**src/rtl/dsn_pkg.sv**
```systemverilog
// Shared definitions for the DSN presynaptic drive path and the neuron side.
// Holds io_vpre encoding constants, the driver FSM states and sign-magnitude helpers.
package dsn_pkg;

    localparam int VPRE_W        = 9;
    localparam int VPRE_SIGN_BIT = 8;
    localparam int VPRE_MAG_MAX  = 255;

    typedef enum logic [1:0] {
        ACCUM = 2'd0,
        DRAIN = 2'd1,
        EMIT  = 2'd2
    } state_t;

    // Negative zero maps to plain zero because -0 == 0 in two's complement.
    function automatic logic signed [VPRE_W-1:0] sm_to_tc(input logic [VPRE_W-1:0] sm);
        logic signed [VPRE_W-1:0] mag;
        mag = $signed({1'b0, sm[VPRE_SIGN_BIT-1:0]});
        return sm[VPRE_SIGN_BIT] ? -mag : mag;
    endfunction

    function automatic logic [VPRE_W-1:0] tc_to_sm(input logic signed [31:0] value);
        logic [31:0] mag;
        logic        neg;
        neg = (value < 0);
        mag = neg ? 32'(-value) : 32'(value);
        if (mag > VPRE_MAG_MAX) begin
            mag = VPRE_MAG_MAX;
        end
        return {neg, mag[VPRE_SIGN_BIT-1:0]};
    endfunction

endpackage

```
**src/rtl/dsn_weight_rf.sv**
```systemverilog
// Per-synapse weight register file: one write port and one registered read port.
// A same-cycle write and read of one address returns the old weight.
module dsn_weight_rf
    import dsn_pkg::*;
#(
    parameter int N_SYN = 16,
    parameter int AW    = 4
) (
    input  logic              clock,
    input  logic              reset,
    input  logic              wr_en,
    input  logic [AW-1:0]     wr_addr,
    input  logic [VPRE_W-1:0] wr_data,
    input  logic [AW-1:0]     rd_addr,
    output logic [VPRE_W-1:0] rd_data
);

    logic [VPRE_W-1:0] mem [N_SYN];

    always_ff @(posedge clock) begin
        if (!reset) begin
            for (int i = 0; i < N_SYN; i++) begin
                mem[i] <= '0;
            end
            rd_data <= '0;
        end else begin
            // Addresses beyond the populated range read as a zero weight.
            rd_data <= (int'(rd_addr) < N_SYN) ? mem[rd_addr] : '0;
            if (wr_en && (int'(wr_addr) < N_SYN)) begin
                mem[wr_addr] <= wr_data;
            end
        end
    end

endmodule

```
**src/rtl/dsn_synapse_driver.sv**
```systemverilog
// Presynaptic drive generator: accumulates spike weights per timestep, emits io_vpre on io_tick.
// Optional macro DSN_SYN_EVCOUNT_EN builds the per-timestep accepted-event counter (io_evcount).
//
// Handshake: an event transfers on a rising edge where io_in_valid && io_in_ready; io_in_ready
// is high only in ACCUM outside reset and does not depend on io_in_valid.
module dsn_synapse_driver
    import dsn_pkg::*;
#(
    parameter int N_SYN = 16,
    parameter int AW    = 4,
    parameter int ACC_W = 12
) (
    input  logic              clock,
    input  logic              reset,
    input  logic              io_in_valid,
    output logic              io_in_ready,
    input  logic [AW-1:0]     io_in_addr,
    input  logic              io_tick,
    input  logic              io_wr_en,
    input  logic [AW-1:0]     io_wr_addr,
    input  logic [VPRE_W-1:0] io_wr_data,
    output logic [VPRE_W-1:0] io_vpre,
    output logic              io_vpre_valid,
    output logic              io_overrun,
    output logic [7:0]        io_evcount,
    output state_t            io_state
);

    localparam logic signed [ACC_W:0] ACC_MAX = (ACC_W+1)'((2 ** (ACC_W-1)) - 1);
    localparam logic signed [ACC_W:0] ACC_MIN = -ACC_MAX;

    state_t                   state;
    logic                     drain_cnt;
    logic                     accept;
    logic                     emit_now;
    logic                     s1_valid;
    logic [VPRE_W-1:0]        rd_weight;
    logic signed [VPRE_W-1:0] weight_tc;
    logic signed [ACC_W-1:0]  addend;
    logic signed [ACC_W-1:0]  acc;
    logic signed [ACC_W:0]    sum;
    logic signed [ACC_W-1:0]  sat_sum;

    assign io_in_ready = reset && (state == ACCUM);
    assign accept      = io_in_valid && io_in_ready;
    assign emit_now    = (state == DRAIN) && drain_cnt;
    assign io_state    = state;

    // Stage 1: registered weight lookup for the accepted event.
    dsn_weight_rf #(
        .N_SYN (N_SYN),
        .AW    (AW)
    ) u_weight_rf (
        .clock   (clock),
        .reset   (reset),
        .wr_en   (io_wr_en),
        .wr_addr (io_wr_addr),
        .wr_data (io_wr_data),
        .rd_addr (io_in_addr),
        .rd_data (rd_weight)
    );

    // Stage 2: convert and add with symmetric saturation.
    always_comb begin
        weight_tc = sm_to_tc(rd_weight);
        addend    = {{(ACC_W-VPRE_W){weight_tc[VPRE_W-1]}}, weight_tc};
        sum       = $signed({acc[ACC_W-1], acc}) + $signed({addend[ACC_W-1], addend});
        sat_sum   = sum[ACC_W-1:0];
        if (sum > ACC_MAX) begin
            sat_sum = ACC_MAX[ACC_W-1:0];
        end else if (sum < ACC_MIN) begin
            sat_sum = ACC_MIN[ACC_W-1:0];
        end
    end

    // io_vpre/io_vpre_valid are registered on the edge into EMIT, so the pulse is visible
    // during the EMIT cycle, three cycles after the tick cycle.
    always_ff @(posedge clock) begin
        if (!reset) begin
            state         <= ACCUM;
            drain_cnt     <= 1'b0;
            s1_valid      <= 1'b0;
            acc           <= '0;
            io_vpre       <= '0;
            io_vpre_valid <= 1'b0;
            io_overrun    <= 1'b0;
        end else begin
            s1_valid      <= accept;
            io_vpre_valid <= 1'b0;
            io_overrun    <= io_tick && (state != ACCUM);
            if (s1_valid) begin
                acc <= sat_sum;
            end
            case (state)
                ACCUM: begin
                    if (io_tick) begin
                        state     <= DRAIN;
                        drain_cnt <= 1'b0;
                    end
                end
                DRAIN: begin
                    if (emit_now) begin
                        state         <= EMIT;
                        io_vpre       <= tc_to_sm({{(32-ACC_W){acc[ACC_W-1]}}, acc});
                        io_vpre_valid <= 1'b1;
                        acc           <= '0;
                    end else begin
                        drain_cnt <= 1'b1;
                    end
                end
                EMIT: begin
                    state <= ACCUM;
                end
                default: begin
                    state <= ACCUM;
                end
            endcase
        end
    end

`ifdef DSN_SYN_EVCOUNT_EN
    logic [7:0] ev_cnt;

    always_ff @(posedge clock) begin
        if (!reset) begin
            ev_cnt     <= '0;
            io_evcount <= '0;
        end else if (emit_now) begin
            io_evcount <= ev_cnt;
            ev_cnt     <= '0;
        end else if (accept && (ev_cnt != 8'hFF)) begin
            ev_cnt <= ev_cnt + 8'd1;
        end
    end
`else
    assign io_evcount = '0;
`endif

endmodule

```
**config.mk**
```make
export PLATFORM = sky130hd
export DESIGN_NAME = dsn_synapse_driver
export DESIGN_NICKNAME = d
export VERILOG_FILES = /design/src/rtl/dsn_pkg.sv /design/src/rtl/dsn_weight_rf.sv /design/src/rtl/dsn_synapse_driver.sv
export SDC_FILE = /design/constraint.sdc
export NUM_CORES = 1
export LEC_CHECK = 0
export ABC_AREA = 1
export CAP_MARGIN = 10
export CORE_MARGIN = 2
export CORE_UTILIZATION = 50
export DETAILED_ROUTE_END_ITERATION = 10
export PLACE_DENSITY = 0.71
export SLEW_MARGIN = 20
export SYNTH_ARGS = -nofsm -noshare
export SYNTH_HDL_FRONTEND = slang
export SYNTH_SLANG_ARGS = --single-unit
```
**constraint.sdc**
```tcl
create_clock -name clock -period 2.4 [get_ports clock]
set_input_delay 0.48 -clock clock [delete_from_list [all_inputs] [get_ports clock]]
set_output_delay 0.48 -clock clock [all_outputs]
set_load 0.01 [all_outputs]
```
# ---- Yosys cells after proc, flatten, opt, wreduce, memory -nomap -nowiden
# Memories as Yosys holds them, arrays and structs flattened. A register that Yosys moved wholly into a read port is not among the register bits.
# Cells that the tools add are included.
dict set report word_totals {
  ff_bits 27
  mem_bits_rw 144
  wordCells 54
  memories 1
}
dict set report op_classes {
  n_addsub 3
  magnitude_cmp 4
  n_eq_ne 4
  n_mux 22
  reduce_logical 13
}
# memory depth word_bits rd rd_ports_with_merged_regs wr line
set memory_table {}
lappend memory_table {u_weight_rf.mem 16 9 1 1 16 dsn_weight_rf.sv:18} ;# logic [VPRE_W-1:0] mem [N_SYN];
# op count
set op_table {}
lappend op_table {{2-to-1 mux 12 bit} 5}
lappend op_table {{> comparator 32 x 8 -> 1 bit (second input constant)} 1}
lappend op_table {{2-to-1 mux 32 bit} 1}
lappend op_table {{negator 12 -> 32 bit} 1}
lappend op_table {{2-to-1 mux 9 bit} 2}
lappend op_table {{adder 12 x 9 -> 13 bit} 1}
lappend op_table {{> comparator 13 x 12 -> 1 bit (second input constant)} 1}
lappend op_table {{less-than comparator 13 x 12 -> 1 bit (second input constant)} 1}
lappend op_table {{less-than comparator 12 x 1 -> 1 bit (second input constant)} 1}
lappend op_table {{negator 8 -> 9 bit} 1}
lappend op_table {{OR reduction 9 bit} 1}
lappend op_table {{2-to-1 mux 1 bit} 8}
lappend op_table {{2-to-1 mux 8 bit} 1}
lappend op_table {{!= test 2 bit (second input constant)} 3}
lappend op_table {{AND reduction 2 bit} 3}
lappend op_table {{logical AND 1 bit} 4}
lappend op_table {{2-to-1 mux 2 bit} 2}
lappend op_table {{2-to-1 mux 4 bit} 1}
lappend op_table {{one-hot mux 2 bit (2 select lines)} 1}
lappend op_table {{nonzero test 2 bit} 2}
lappend op_table {{AND reduction 3 bit} 1}
lappend op_table {{equality test 2 x 1 -> 1 bit (second input constant)} 1}
lappend op_table {{logical NOT 2 bit} 1}
lappend op_table {{one-hot mux 1 bit (2 select lines)} 1}
lappend op_table {{logical NOT 1 bit} 1}

# ---- Logic depth before layout (Yosys ltp)
# Gate-level depths: netlist of the first run.
dict set report depth {
  ltp_word 9
  depth_mapped 22
  ltp_nobuf 21
}

# ---- By module
# Synthesis of the first run repeated with hierarchy kept, for this count alone.
dict set report unflattened {
  hier_cells 1144
  area_unflattened_um2 9345.2
}
# module instances cells_per_inst area_per_inst_um2 seq_area_each_um2
set modules_own_cells {}
lappend modules_own_cells {dsn_weight_rf 1 781 7119.3 4504.3}
lappend modules_own_cells {dsn_synapse_driver 1 363 2225.9 540.5}

# ---- Worst setup path after synthesis of the first run
# OpenSTA, ideal clock, no wires.
dict set report synth_path {
  path_kind {register to register}
  from {register u_weight_rf.rd_data[0], read port of u_weight_rf.mem}
  to {register acc[1]}
  arrival_ns 2.332
  t_required_ns 2.334
  slack_ns 0.001
  path_stages_with_launch 21
  path_buffers 1
  period_less_slack_ns 2.399
  path_cell_list {dfxtp_1 > inv_1 > ha_1 > inv_1 > nor2_1 > nand2_1 > nand2_1 > xnor2_1 > ha_1 > nand2_1 > inv_1 > a21oi_2 > nand2_2 > nand2_2 > nand2_2 > xor2_2 > inv_2 > nand2_2 > buf_6 > nand2_2 > a21oi_2}
}
dict set report synth_via {
  elab_chain_cells 9
  word_cells_on_any_way 10
  cone_classes {2 x add/sub; 2 x order compare; 6 x mux}
}
# item line
set synth_lines {}
lappend synth_lines {{start: declaration} dsn_weight_rf.sv:15} ;# output logic [VPRE_W-1:0] rd_data
lappend synth_lines {{negator 8 -> 9 bit} dsn_pkg.sv:19} ;# return sm[VPRE_SIGN_BIT] ? -mag : mag;
lappend synth_lines {{2-to-1 mux 9 bit (*)} dsn_pkg.sv:19}
lappend synth_lines {{adder 12 x 9 -> 13 bit (*)} dsn_synapse_driver.sv:67} ;# sum = $signed({acc[ACC_W-1], acc}) + $signed({addend[ACC_W-1], addend});
lappend synth_lines {{less-than comparator 13 x 12 -> 1 bit} dsn_synapse_driver.sv:71} ;# end else if (sum < ACC_MIN) begin
lappend synth_lines {{2-to-1 mux 12 bit} dsn_synapse_driver.sv:71}
lappend synth_lines {{2-to-1 mux 12 bit (*)} dsn_synapse_driver.sv:69} ;# if (sum > ACC_MAX) begin
lappend synth_lines {{2-to-1 mux 12 bit (*)} dsn_synapse_driver.sv:91} ;# if (s1_valid) begin
lappend synth_lines {{2-to-1 mux 12 bit} dsn_synapse_driver.sv:102} ;# if (emit_now) begin
lappend synth_lines {{2-to-1 mux 12 bit (*)} dsn_synapse_driver.sv:94} ;# case (state)
lappend synth_lines {{end signal: assignment} dsn_synapse_driver.sv:92} ;# acc <= sat_sum;
lappend synth_lines {{end: declaration} dsn_synapse_driver.sv:40} ;# logic signed [ACC_W-1:0] acc;
# Every way passes the cells marked *; elsewhere a longest branch is shown, timed or not.
# A chain may end at the register's enable or synchronous reset.

# ---- Final worst setup path of the first run
dict set report layout_path {
  from {register u_weight_rf.rd_data[0], read port of u_weight_rf.mem}
  to {register acc[3]}
}
# Same word-level chain as after synthesis.

==> run summary, run 1 <==
- outcome: finished with violations
- violated checks: setup timing
- Iteration-0 DRC Markers: 587
- maximum clock insertion buffer count: 2
- Clock transition at path regs: 0.08 ns
- startpoint-to-endpoint class of the critical path: reg -> reg
- design area: 0.0109 sq mm
- area share of the largest cell type after synthesis: 48.9%
- number of distinct library cells after synthesis: 39
- measured slew at the worst slew-check pin: 0.629 ns
- library cell with the largest summed area after synthesis: edfxtp_1
- Power Dens Cells: 733 mW/mm^2
- detailed-route wire length per cell: 17.0 um
- highest attainable clock frequency: 398 MHz
- switching power share of the total: 28.9%
- Reg-to-Reg Start: u_weight_rf.rd_data[0]
- growth of design area from synthesis to finish: 23.5%
- Slew Viols, Final: 0
- total congestion overflow: 0
- total die area: 0.0188 sq mm
- endpoint of the lowest-slack register-to-register path: acc[3]
- worst stage delay on the critical path: 0.34 ns
- pin count of the biggest net entering global routing: 73
- Critical Path Most Common Cell: nand2_1
- post-synthesis area per instance: 9.11 sq um
- Min-Delay Path Depth: 2
- initial cell density of the core: 51.1%
- via count: 7,155
- total leakage power: 0.00444 uW
- RSZ-0062 raised after global routing: yes
- Overall Power: 8010 uW
- number of port buffers: 35
- sort of element at the end of the critical path: flop
- post-detailed-route count of antenna-violating nets: 0
- sequential area share after synthesis: 57.0%
- GR Util met3: 3.93%
- Remaining DRCs: 0
- final-layout fill cell count: 1,408
- Worst path slowest cell: dfxtp_2
- number of nets in the final layout: 1,106
- Worst IR Drop VDD: 0.551 mV
- CP cell instances: inv_2, ha_4, inv_2, nor2_4, a21oi_2, xor2_1, ha_1, nand2_1, nand2_2, a21oi_4, nand2_1, nand2_1, nand2_1, nand2_1, nor2_1, nand2_1, nand2_4, nand2_8, nand2_2, a21oi_2
- Worst setup SP type: flop
- final critical-path share of the clock period: 105%
- global routing usage on met1: 33.5%
- minimum setup slack in the final design: -0.115 ns
- minimum period implied by the final worst setup slack: 2.52 ns
- post-layout util: 63.2%
- final weighted congestion in routability-driven placement: 0.880
- cell area after placement: 0.00999 sq mm
- capture endpoint of the worst hold path: io_vpre[8]
- Max-slew headroom: 58.0%
- total of warnings raised by yosys: 0
- most heavily used metal layer in global routing: met2
- WP data arrival: 2.89 ns
- clock tree from TritonCTS: built
- Final Hold Viols: 0
- Skew-Pair Late Insertion Delay: 0.44 ns
- combinational fraction of design power: 19.1%
- clk sink count: 180
- Die Width: 137 um
- Sequential Power Share: 45.6%
- setup slack of the most critical reg-to-reg path: -0.12 ns
- H-tree depth: 4
- Register-to-Register Path Depth: 20
- buffers plus inverters on the worst setup path: 2
- main flop type after synthesis: edfxtp_1
- Hold-fix buffers, CTS: 0
- internal portion of total power: 5690 uW
- cell area after technology mapping: 0.00884 sq mm
- max-cap violations: 0
- met2 Usage GRT: 41.4%
- clock network power share: 35.3%
- die outline height: 137 um
- global-route wire length before repair: 35,400 um
- register bit total from synthesis: 180
- via count of the first global-routing pass: 6,859
- buffer type at the clock tree root: clkbuf_16
- number of synthesized flops with an enable pin: 144
- required time of the critical path: 2.78 ns
- clock buffers created by TritonCTS: 17
- Final HPWL DP: 14,700 um
- Async SR Flop Fraction: 0%
- antenna violations before repair: 0
- register area: 0.00505 sq mm
- top fanout value on the critical path: 6
- share of cells above drive strength 1: 19.8%
- largest cells by area after synthesis: edfxtp_1, nor2_1, dfxtp_1, o21ai_0, nand2_1
- Global Route Usage Sum: 24.8%
- Sw Pwr: 2320 uW
- total routed wirelength: 22,100 um
- total iterations of the first detailed-routing run: 5
- Max Clock Skew: 0.0116 ns
- number of rows in the core area: 48
- source of the worst hold timing path: io_vpre[8]
- pre-CTS setup slack: -0.361 ns
- Via-to-Cell Ratio: 5.48
- top-level port count: 44
- antenna diode count: 0
- type of the worst min-delay path: reg -> reg
- final-report setup violation count: 12
- Core Area: 0.0173 sq mm
- cell family contributing the most delay on the critical path: simple AND/OR/NAND/NOR gates
- area of combinational cells with multiple inputs: 0.00354 sq mm
- Synth Instances: 971
synthesized netlist by cell type, drive strengths merged (4+ instances only):
library cell and instances:
a21oi 30, nand3 24, dfxtp 36, buf 10
o22ai 13, nand2 143, o221ai 25, o21ai 101
o21bai 4, inv 86, xor2 9, clkbuf 42
edfxtp 144, nor3 8, o211ai 13, ha 15
nor2 248
per-stage QoR:
stage          instances  hold WS, ns  TNS (ns)
4_1_cts             1305        0.472     -1.47
3_3_place_gp        1269        0.449     -2.89
3_5_place_dp        1269        0.455     -3.83
5_1_grt             1306        0.502     -3.38
6_report            1306        0.469     -1.15
2_1_floorplan        978        0.439         0
registers in the layout (all words and copies together) (netlist names):
register,flops
u_weight_rf.rd_data,9
s1_valid,1
io_vpre_valid,1
io_overrun,1
acc,12
io_state,2
drain_cnt,1
u_weight_rf.mem,144
io_vpre,9
layout by cell type, fill, tap and decap left out, types with 10 or more instances in the layout:
master / n
nand2_1: 107
a21oi_2: 14
buf_4: 78
nand3_1: 20
o211ai_1: 13
dfxtp_1: 32
inv_1: 75
nand2_2: 30
clkdlybuf4s50_1: 34
clkbuf_16: 17
o21ai_0: 91
inv_2: 10
nor2_1: 240
o22ai_1: 13
o221ai_1: 25
a21oi_1: 14
edfxtp_1: 144
tightest hold or removal path, cell delays in order, from the launching register on:
cell	delay, ns
dfxtp_1	0.33
nand2_1	0.05
o21ai_0	0.06
final cells by class:
type / instances / share of cell area [%]
repair inverters: 1 / 0.0802
flip-flops and latches: 180 / 46.2
clock buffers: 17 / 3.89
inverters: 88 / 3.07
well taps: 225 / 2.58
clock inverters: 15 / 1.73
repair buffers: 121 / 9.99
multi-input cells: 659 / 32.4
what timing repair did:
item,in CTS,in global routing
setup endpoints to repair,12,12
resized for setup,44,28
buffers inserted,2,1
pin swaps,33,21
gates cloned,2,0
worst max-delay path by stage:
stage | start | to | slack (ns) | depth (start not counted)
3_5_place_dp | u_weight_rf.rd_data[0] | acc[8] | -0.36 | 20
6_report | u_weight_rf.rd_data[0] | acc[3] | -0.12 | 20
5_1_grt | u_weight_rf.rd_data[0] | acc[2] | -0.30 | 20
2_1_floorplan | u_weight_rf.rd_data[0] | acc[1] | 0.001 | 20
3_3_place_gp | u_weight_rf.rd_data[0] | acc[8] | -0.27 | 20
4_1_cts | u_weight_rf.rd_data[0] | acc[3] | -0.14 | 19
power by group through the flow:
stage / combinational (uW) / clock (uW) / sequential [uW]
floorplan: 828 / 0 / 3680
global placement: 1310 / 0 / 3700
detailed placement: 1320 / 0 / 3710
CTS: 1440 / 2850 / 3650
global route: 1680 / 2980 / 3670
finish: 1530 / 2820 / 3650
kinds of logic after synthesis:
group           Yosys count  share of synthesized area, %
compound gates          191                          13.2
other cells               1                        0.0424
flops                   180                          57.0
simple gates            431                          19.7
buf+inv                 140                          6.41
xor+xnor                 12                          1.27
fa+ha+maj                16                          2.35
routing by layer:
metal	share of wire, %	up-vias
met5	0	-
met4	2.1	0
met3	6.3	40
met2	49	259
met1	42	3386
li1	-	3470
Note: power is estimated with default switching activity, not from simulation.
==> run 2, diff against run 1 <==
--- a/config.mk
+++ b/config.mk
@@ -7,9 +7,9 @@
 export LEC_CHECK = 0
 export ABC_AREA = 1
 export CAP_MARGIN = 10
-export CORE_MARGIN = 2
 export CORE_UTILIZATION = 50
 export DETAILED_ROUTE_END_ITERATION = 10
+export GPL_TIMING_DRIVEN = 0
 export PLACE_DENSITY = 0.71
 export SLEW_MARGIN = 20
 export SYNTH_ARGS = -nofsm -noshare
==> run summary, run 2 (synthesis gave the netlist of run 1 again) <==
- Min-Delay Path Depth: 2, unchanged
- endpoint of the lowest-slack register-to-register path: acc[9], was acc[3]
- Register-to-Register Path Depth: 20, unchanged
- post-detailed-route count of antenna-violating nets: 0, unchanged
- Iteration-0 DRC Markers: 831, was 587
- CP cell instances: inv_2, ha_4, inv_2, nor2_4, nand2_1, nand2_2, xnor2_2, ha_4, nand2_1, nand2_1, a21oi_1, nand3_1, nand2_1, nand2_2, buf_4, buf_4, buf_4, buf_4, nand2_4, a21oi_2, was inv_2, ha_4, inv_2, nor2_4, a21oi_2, xor2_1, ha_1, nand2_1, nand2_2, a21oi_4, nand2_1, nand2_1, nand2_1, nand2_1, nor2_1, nand2_1, nand2_4, nand2_8, nand2_2, a21oi_2
- number of nets in the final layout: 1,089, was 1,106
- setup total negative slack: -1.75 ns, was -1.15 ns
- flip-flop count of the largest register, all copies and words added: 144, unchanged
- Slew Viols, Final: 0, unchanged
- pin count of the biggest net entering global routing: 18, was 73
- final-layout fill cell count: 1,384, was 1,408
- Skew-Pair Late Insertion Delay: 0.44 ns, about the same
- setup slack of the most critical reg-to-reg path: -0.16 ns, was -0.12 ns
- most heavily used metal layer in global routing: met2, unchanged
- Via-to-Cell Ratio: 5.80, was 5.48
- outcome: finished with violations, unchanged
- Reg-to-Reg Start: u_weight_rf.rd_data[0], unchanged
- Core Area: 0.0173 sq mm, unchanged
- Power Dens Cells: 764 mW/mm^2, was 733 mW/mm^2
- Overall Power: 8110 uW, was 8010 uW
- GR Util met3: 6.04%, was 3.93%
- Clock transition at path regs: 0.07 ns, was 0.08 ns
- measured slew at the worst slew-check pin: 0.818 ns, was 0.629 ns
- Remaining DRCs: 0, unchanged
- total iterations of the first detailed-routing run: 6, was 5
- via count: 7,494, was 7,155
- total leakage power: 0.00422 uW, was 0.00444 uW
- clock buffers created by TritonCTS: 17, unchanged
- minimum setup slack in the final design: -0.160 ns, was -0.115 ns
- detailed-route wire length per cell: 19.7 um, was 17.0 um
- violated checks: setup timing, unchanged
- Die Width: 135 um, was 137 um
- top fanout value on the critical path: 5, was 6
- Worst setup SP type: flop, unchanged
- source of the worst hold timing path: io_vpre[8], unchanged
- startpoint-to-endpoint class of the critical path: reg -> reg, unchanged
- clk sink count: 180, unchanged
- required time of the critical path: 2.73 ns, was 2.78 ns
- Final Hold Viols: 0, unchanged
- number of port buffers: 31, was 35
- clock tree from TritonCTS: built, unchanged
- non-filler cells, final: 1,292, was 1,306
- Global Route Usage Sum: 28.4%, was 24.8%
- H-tree depth: 4, unchanged
- final-report setup violation count: 12, unchanged
- antenna violations before repair: 2, was 0
- Inst Count DP: 1,234, was 1,269
- Max Clock Skew: 0.00962 ns, was 0.0116 ns
- global-route wire length before repair: 37,300 um, was 35,400 um
- top-level port count: 44, unchanged
- commonest cells after routing, fill and taps aside: nor2_1, edfxtp_1, nand2_1, unchanged
- WP data arrival: 2.89 ns, about the same
- initial cell density of the core: 51.1%, unchanged
- total die area: 0.0182 sq mm, was 0.0188 sq mm
- highest attainable clock frequency: 391 MHz, was 398 MHz
- growth of design area from synthesis to finish: 20.1%, was 23.5%
- total congestion overflow: 0, unchanged
- Worst path slowest cell: dfxtp_2, unchanged
- number of rows in the core area: 48, unchanged
- Max-slew headroom: 45.5%, was 58.0%
- total routed wirelength: 25,500 um, was 22,100 um
- sort of element at the end of the critical path: flop, unchanged
- most common cell after layout, fill and taps aside: nor2_1, unchanged
- final critical-path share of the clock period: 107%, was 105%
- post-layout util: 61.4%, was 63.2%
- global routing usage on met1: 33.9%, was 33.5%
- maximum clock insertion buffer count: 2, unchanged
- met2 Usage GRT: 47.5%, was 41.4%
- buffer type at the clock tree root: clkbuf_16, unchanged
- cell area after placement: 0.00946 sq mm, was 0.00999 sq mm
- Worst IR Drop VDD: 0.570 mV, was 0.551 mV
- Final HPWL DP: 17,000 um, was 14,700 um
- design area: 0.0106 sq mm, was 0.0109 sq mm
- registers with the most flip-flops: u_weight_rf.mem (144), acc (12), unchanged
- via count of the first global-routing pass: 7,084, was 6,859
- final weighted congestion in routability-driven placement: 0.931, was 0.880
- max-cap violations: 0, unchanged
- cell family contributing the most delay on the critical path: simple AND/OR/NAND/NOR gates, unchanged
- RSZ-0062 raised after global routing: yes, unchanged
- buffers plus inverters on the worst setup path: 6, was 2
- die outline height: 135 um, was 137 um
- minimum period implied by the final worst setup slack: 2.56 ns, was 2.52 ns
- share of cells above drive strength 1: 16.6%, was 19.8%
- Biggest register: u_weight_rf.mem, unchanged
- capture endpoint of the worst hold path: io_vpre[8], unchanged
- worst stage delay on the critical path: 0.33 ns, was 0.34 ns
- type of the worst min-delay path: reg -> reg, unchanged
## run 2: cell count changes in the layout (fill, tap and decap cells not counted), sizes merged, moves of 2 or more
cell | previous run | this run
diode | 0 | 3
inv | 94 | 92
buf | 87 | 34
clkbuf | 17 | 57
clkdlybuf4s50 | 34 | 30
## run 2: area by class of cell
class	count	area (sq um)	area share, %
Sequential cell	180	5050	47.5
Multi-Input combinational cell	658	3570	33.6
Buffer	50	243	2.28
Inverter	88	342	3.22
Timing Repair inverter	1	8.76	0.0824
Antenna cell	3	7.51	0.0707
Clock inverter	15	175	1.65
Timing Repair Buffer	55	520	4.90
Clock buffer	17	425	4.00
Tap cell	225	282	2.65
## run 2: per-layer routing
| layer | vias to the layer above | wire (um) |
|---|---|---|
| met5 | - | 0 |
| met4 | 0 | 1200 |
| met3 | 99 | 2290 |
| met2 | 436 | 12600 |
| met1 | 3516 | 9420 |
| li1 | 3443 | - |
## run 2: how the worst max path moves through the flow
stage	start	slack [ns]	end	cells after the start
finish	u_weight_rf.rd_data[0]	-0.16	acc[9]	20
global placement	reset	-0.78	u_weight_rf.mem[11][0]	5
global route	u_weight_rf.rd_data[0]	-0.34	acc[1]	21
floorplan	u_weight_rf.rd_data[0]	0.001	acc[1]	20
CTS	u_weight_rf.rd_data[1]	-0.15	acc[1]	22
detailed placement	reset	-0.78	u_weight_rf.mem[9][4]	5
## run 2: through the flow
stage | hold slack, ns | worst slack (ns)
floorplan | 0.439 | 0.00140
global route | 0.490 | -0.340
finish | 0.469 | -0.160
global placement | 0.447 | -0.785
CTS | 0.470 | -0.147
detailed placement | 0.450 | -0.782
## run 2: what timing repair did
action | CTS | global route
setup buffers | 21 | 3
gates resized for setup | 76 | 27
gates cloned | 2 | 0
endpoints found under the setup margin | 103 | 93
pin swaps | 38 | 22
hold buffers | 0 | 0
## run 2: power by group
group          switching, uW  total (uW)  internal (uW)
logic                    978        1610            630
registers                108        3660           3560
clock network           1270        2840           1570
total                   2360        8110           5750
## run 2: worst reg2reg max path, stage by stage, from the launching register on
cell     delay (ns)
dfxtp_2        0.33
inv_2          0.08
ha_4           0.14
inv_2          0.04
nor2_4         0.10
nand2_1        0.07
nand2_2        0.11
xnor2_2        0.14
ha_4           0.25
nand2_1        0.07
nand2_1        0.10
a21oi_1        0.19
nand3_1        0.10
nand2_1        0.08
nand2_2        0.07
buf_4          0.14
buf_4          0.12
buf_4          0.12
buf_4          0.13
nand2_4        0.05
a21oi_2        0.04
==> run 3, diff against run 2 <==
--- a/config.mk
+++ b/config.mk
@@ -7,10 +7,10 @@
 export LEC_CHECK = 0
 export ABC_AREA = 1
 export CAP_MARGIN = 10
-export CORE_UTILIZATION = 50
+export CORE_UTILIZATION = 55
 export DETAILED_ROUTE_END_ITERATION = 10
 export GPL_TIMING_DRIVEN = 0
-export PLACE_DENSITY = 0.71
+export PLACE_DENSITY = 0.77
 export SLEW_MARGIN = 20
 export SYNTH_ARGS = -nofsm -noshare
 export SYNTH_HDL_FRONTEND = slang
==> run summary, run 3 (synthesis gave the netlist of run 1 again) <==
- top fanout value on the critical path: 5, unchanged
- Worst setup SP type: flop, unchanged
- measured slew at the worst slew-check pin: 0.775 ns, was 0.818 ns
- number of rows in the core area: 45, was 48
- antenna violations before repair: 0, was 2
- H-tree depth: 4, unchanged
- detailed-route wire length per cell: 20.0 um, was 19.7 um
- growth of design area from synthesis to finish: 19.3%, was 20.1%
- total routed wirelength: 25,300 um, was 25,500 um
- antenna diode count: 0, was 3
- uppermost layer routed: met4, unchanged
- Remaining DRCs: 0, unchanged
- minimum setup slack in the final design: -0.234 ns, was -0.160 ns
- Die Width: 129 um, was 135 um
- post-detailed-route count of antenna-violating nets: 0, unchanged
- RSZ-0062 raised after global routing: yes, unchanged
- wire length on met2: 12,300 um, was 12,600 um
- initial cell density of the core: 57.3%, was 51.1%
- global-route wire length before repair: 38,100 um, was 37,300 um
- startpoint-to-endpoint class of the critical path: reg -> reg, unchanged
- minimum period implied by the final worst setup slack: 2.63 ns, was 2.56 ns
- via count of the first global-routing pass: 7,179, was 7,084
- Clock transition at path regs: 0.07 ns, about the same
- register area: 0.00505 sq mm, unchanged
- max-cap violations: 0, unchanged
- total die area: 0.0166 sq mm, was 0.0182 sq mm
- pin count of the biggest net entering global routing: 17, was 18
- flip-flop count of the largest register, all copies and words added: 144, unchanged
- clk sink count: 180, unchanged
- Global Route Usage Sum: 31.7%, was 28.4%
- violated checks: setup timing, unchanged
- M1 WL: 9470 um, was 9420 um
- clock tree from TritonCTS: built, unchanged
- number of port buffers: 31, unchanged
- worst stage delay on the critical path: 0.33 ns, about the same
- sort of element at the end of the critical path: flop, unchanged
- area of combinational cells with multiple inputs: 0.00359 sq mm, was 0.00357 sq mm
- share of cells above drive strength 1: 15.4%, was 16.6%
- total congestion overflow: 0, unchanged
- most common cell after layout, fill and taps aside: nor2_1, unchanged
- Inst Count DP: 1,220, was 1,234
- final-layout fill cell count: 1,162, was 1,384
- Worst IR Drop VDD: 0.514 mV, was 0.570 mV
- WL met3: 2540 um, was 2290 um
- Via-to-Cell Ratio: 5.97, was 5.80
- via count: 7,576, was 7,494
- Final Hold Viols: 0, unchanged
- cell area after placement: 0.00944 sq mm, was 0.00946 sq mm
- Max Clock Skew: 0.00879 ns, was 0.00962 ns
- highest attainable clock frequency: 380 MHz, was 391 MHz
- post-layout util: 68.4%, was 61.4%
- die outline height: 129 um, was 135 um
- total leakage power: 0.00418 uW, was 0.00422 uW
- final weighted congestion in routability-driven placement: 1.00, was 0.931
- buffer type at the clock tree root: clkbuf_16, unchanged
- pre-CTS setup slack: -0.749 ns, was -0.782 ns
- number of nets in the final layout: 1,082, was 1,089
- type of the worst min-delay path: reg -> reg, unchanged
- Worst path slowest cell: dfxtp_2, unchanged
- Biggest register: u_weight_rf.mem, unchanged
- final critical-path share of the clock period: 110%, was 107%
- non-filler cells, final: 1,268, was 1,292
- CP cell instances: inv_2, ha_4, inv_2, nor2_4, nand2_2, nand2_4, xnor2_4, ha_4, nand2_1, nand2_1, a21oi_4, nand3b_1, nand2_2, nand2_1, nor2_1, nand2_1, nand2_2, nand2_4, buf_8, nand2_2, a21oi_2, was inv_2, ha_4, inv_2, nor2_4, nand2_1, nand2_2, xnor2_2, ha_4, nand2_1, nand2_1, a21oi_1, nand3_1, nand2_1, nand2_2, buf_4, buf_4, buf_4, buf_4, nand2_4, a21oi_2
- outcome: finished with violations, unchanged
- Skew-Pair Late Insertion Delay: 0.44 ns, about the same
- Power Dens Cells: 763 mW/mm^2, was 764 mW/mm^2
- Final HPWL DP: 17,000 um, about the same
- design area: 0.0105 sq mm, was 0.0106 sq mm
- maximum clock insertion buffer count: 2, unchanged
- final-report setup violation count: 11, was 12
- Core Area: 0.0154 sq mm, was 0.0173 sq mm
- Slew Viols, Final: 0, unchanged
- commonest cells after routing, fill and taps aside: nor2_1, edfxtp_1, nand2_1, unchanged
- WP data arrival: 2.96 ns, was 2.89 ns
- required time of the critical path: 2.73 ns, about the same
- Post-Route Hold Slack: 0.462 ns, was 0.469 ns
- top-level port count: 44, unchanged
- registers with the most flip-flops: u_weight_rf.mem (144), acc (12), unchanged
- Max-slew headroom: 48.3%, was 45.5%
- clock buffers created by TritonCTS: 17, unchanged
- total iterations of the first detailed-routing run: 6, unchanged
- Iteration-0 DRC Markers: 899, was 831
[run 3: final timing paths]
kind                              endpoint                    from  cells after the start  slack, ns
worst min-delay path            io_vpre[8]              io_vpre[8]                      2       0.46
worst max register to register      acc[1]  u_weight_rf.rd_data[0]                     21      -0.23
worst min register to register  io_vpre[8]              io_vpre[8]                      2       0.46
worst max-delay path                acc[1]  u_weight_rf.rd_data[0]                     21      -0.23
[run 3: area by class of cell]
type / instances / area share, %
inverters: 88 / 3.22
multi-input cells: 658 / 34.1
repair buffers: 50 / 4.47
flip-flops and latches: 180 / 47.9
well taps: 211 / 2.50
plain buffers: 49 / 2.25
clock inverters: 13 / 1.49
clock buffers: 19 / 4.10
[run 3: power breakdown]
group | internal, uW | switching (uW)
clock network | 1630 | 1190
logic | 593 | 964
registers | 3560 | 107
[run 3: through the flow]
step                      total power, uW  setup TNS [ns]
final                                8050           -2.46
after floorplan                      4510               0
after global routing                 8260           -4.30
after global placement               4850          -77.17
after detailed placement             4880          -84.45
after CTS                            7860           -1.61
[run 3: what timing repair did]
action                                  in CTS  in global routing
hold buffers                                 0                  0
pin swaps                                   30                 27
gates resized for setup                     57                 37
setup buffers                               13                  6
cloned                                       1                  0
endpoints found under the setup margin     103                138
[run 3: metal layers]
| layer | vias to the layer above | GRT usage, % |
|---|---|---|
| met1 | 3579 | 39.8 |
| met5 | - | 0 |
| met2 | 468 | 52.5 |
| met4 | 0 | 15.0 |
| met3 | 100 | 6.99 |
| li1 | 3429 | - |
[run 3: worst max-delay path: cells and delay by family (launching register included)]
family	cells	cell delay [ns]
buffers and inverters	3	0.27
AO/OA/AOI/OAI	2	0.21
AND/OR/NAND/NOR	13	1.18
flip-flops	1	0.33
adder cells (fa/ha/maj)	2	0.39
XOR/XNOR	1	0.15
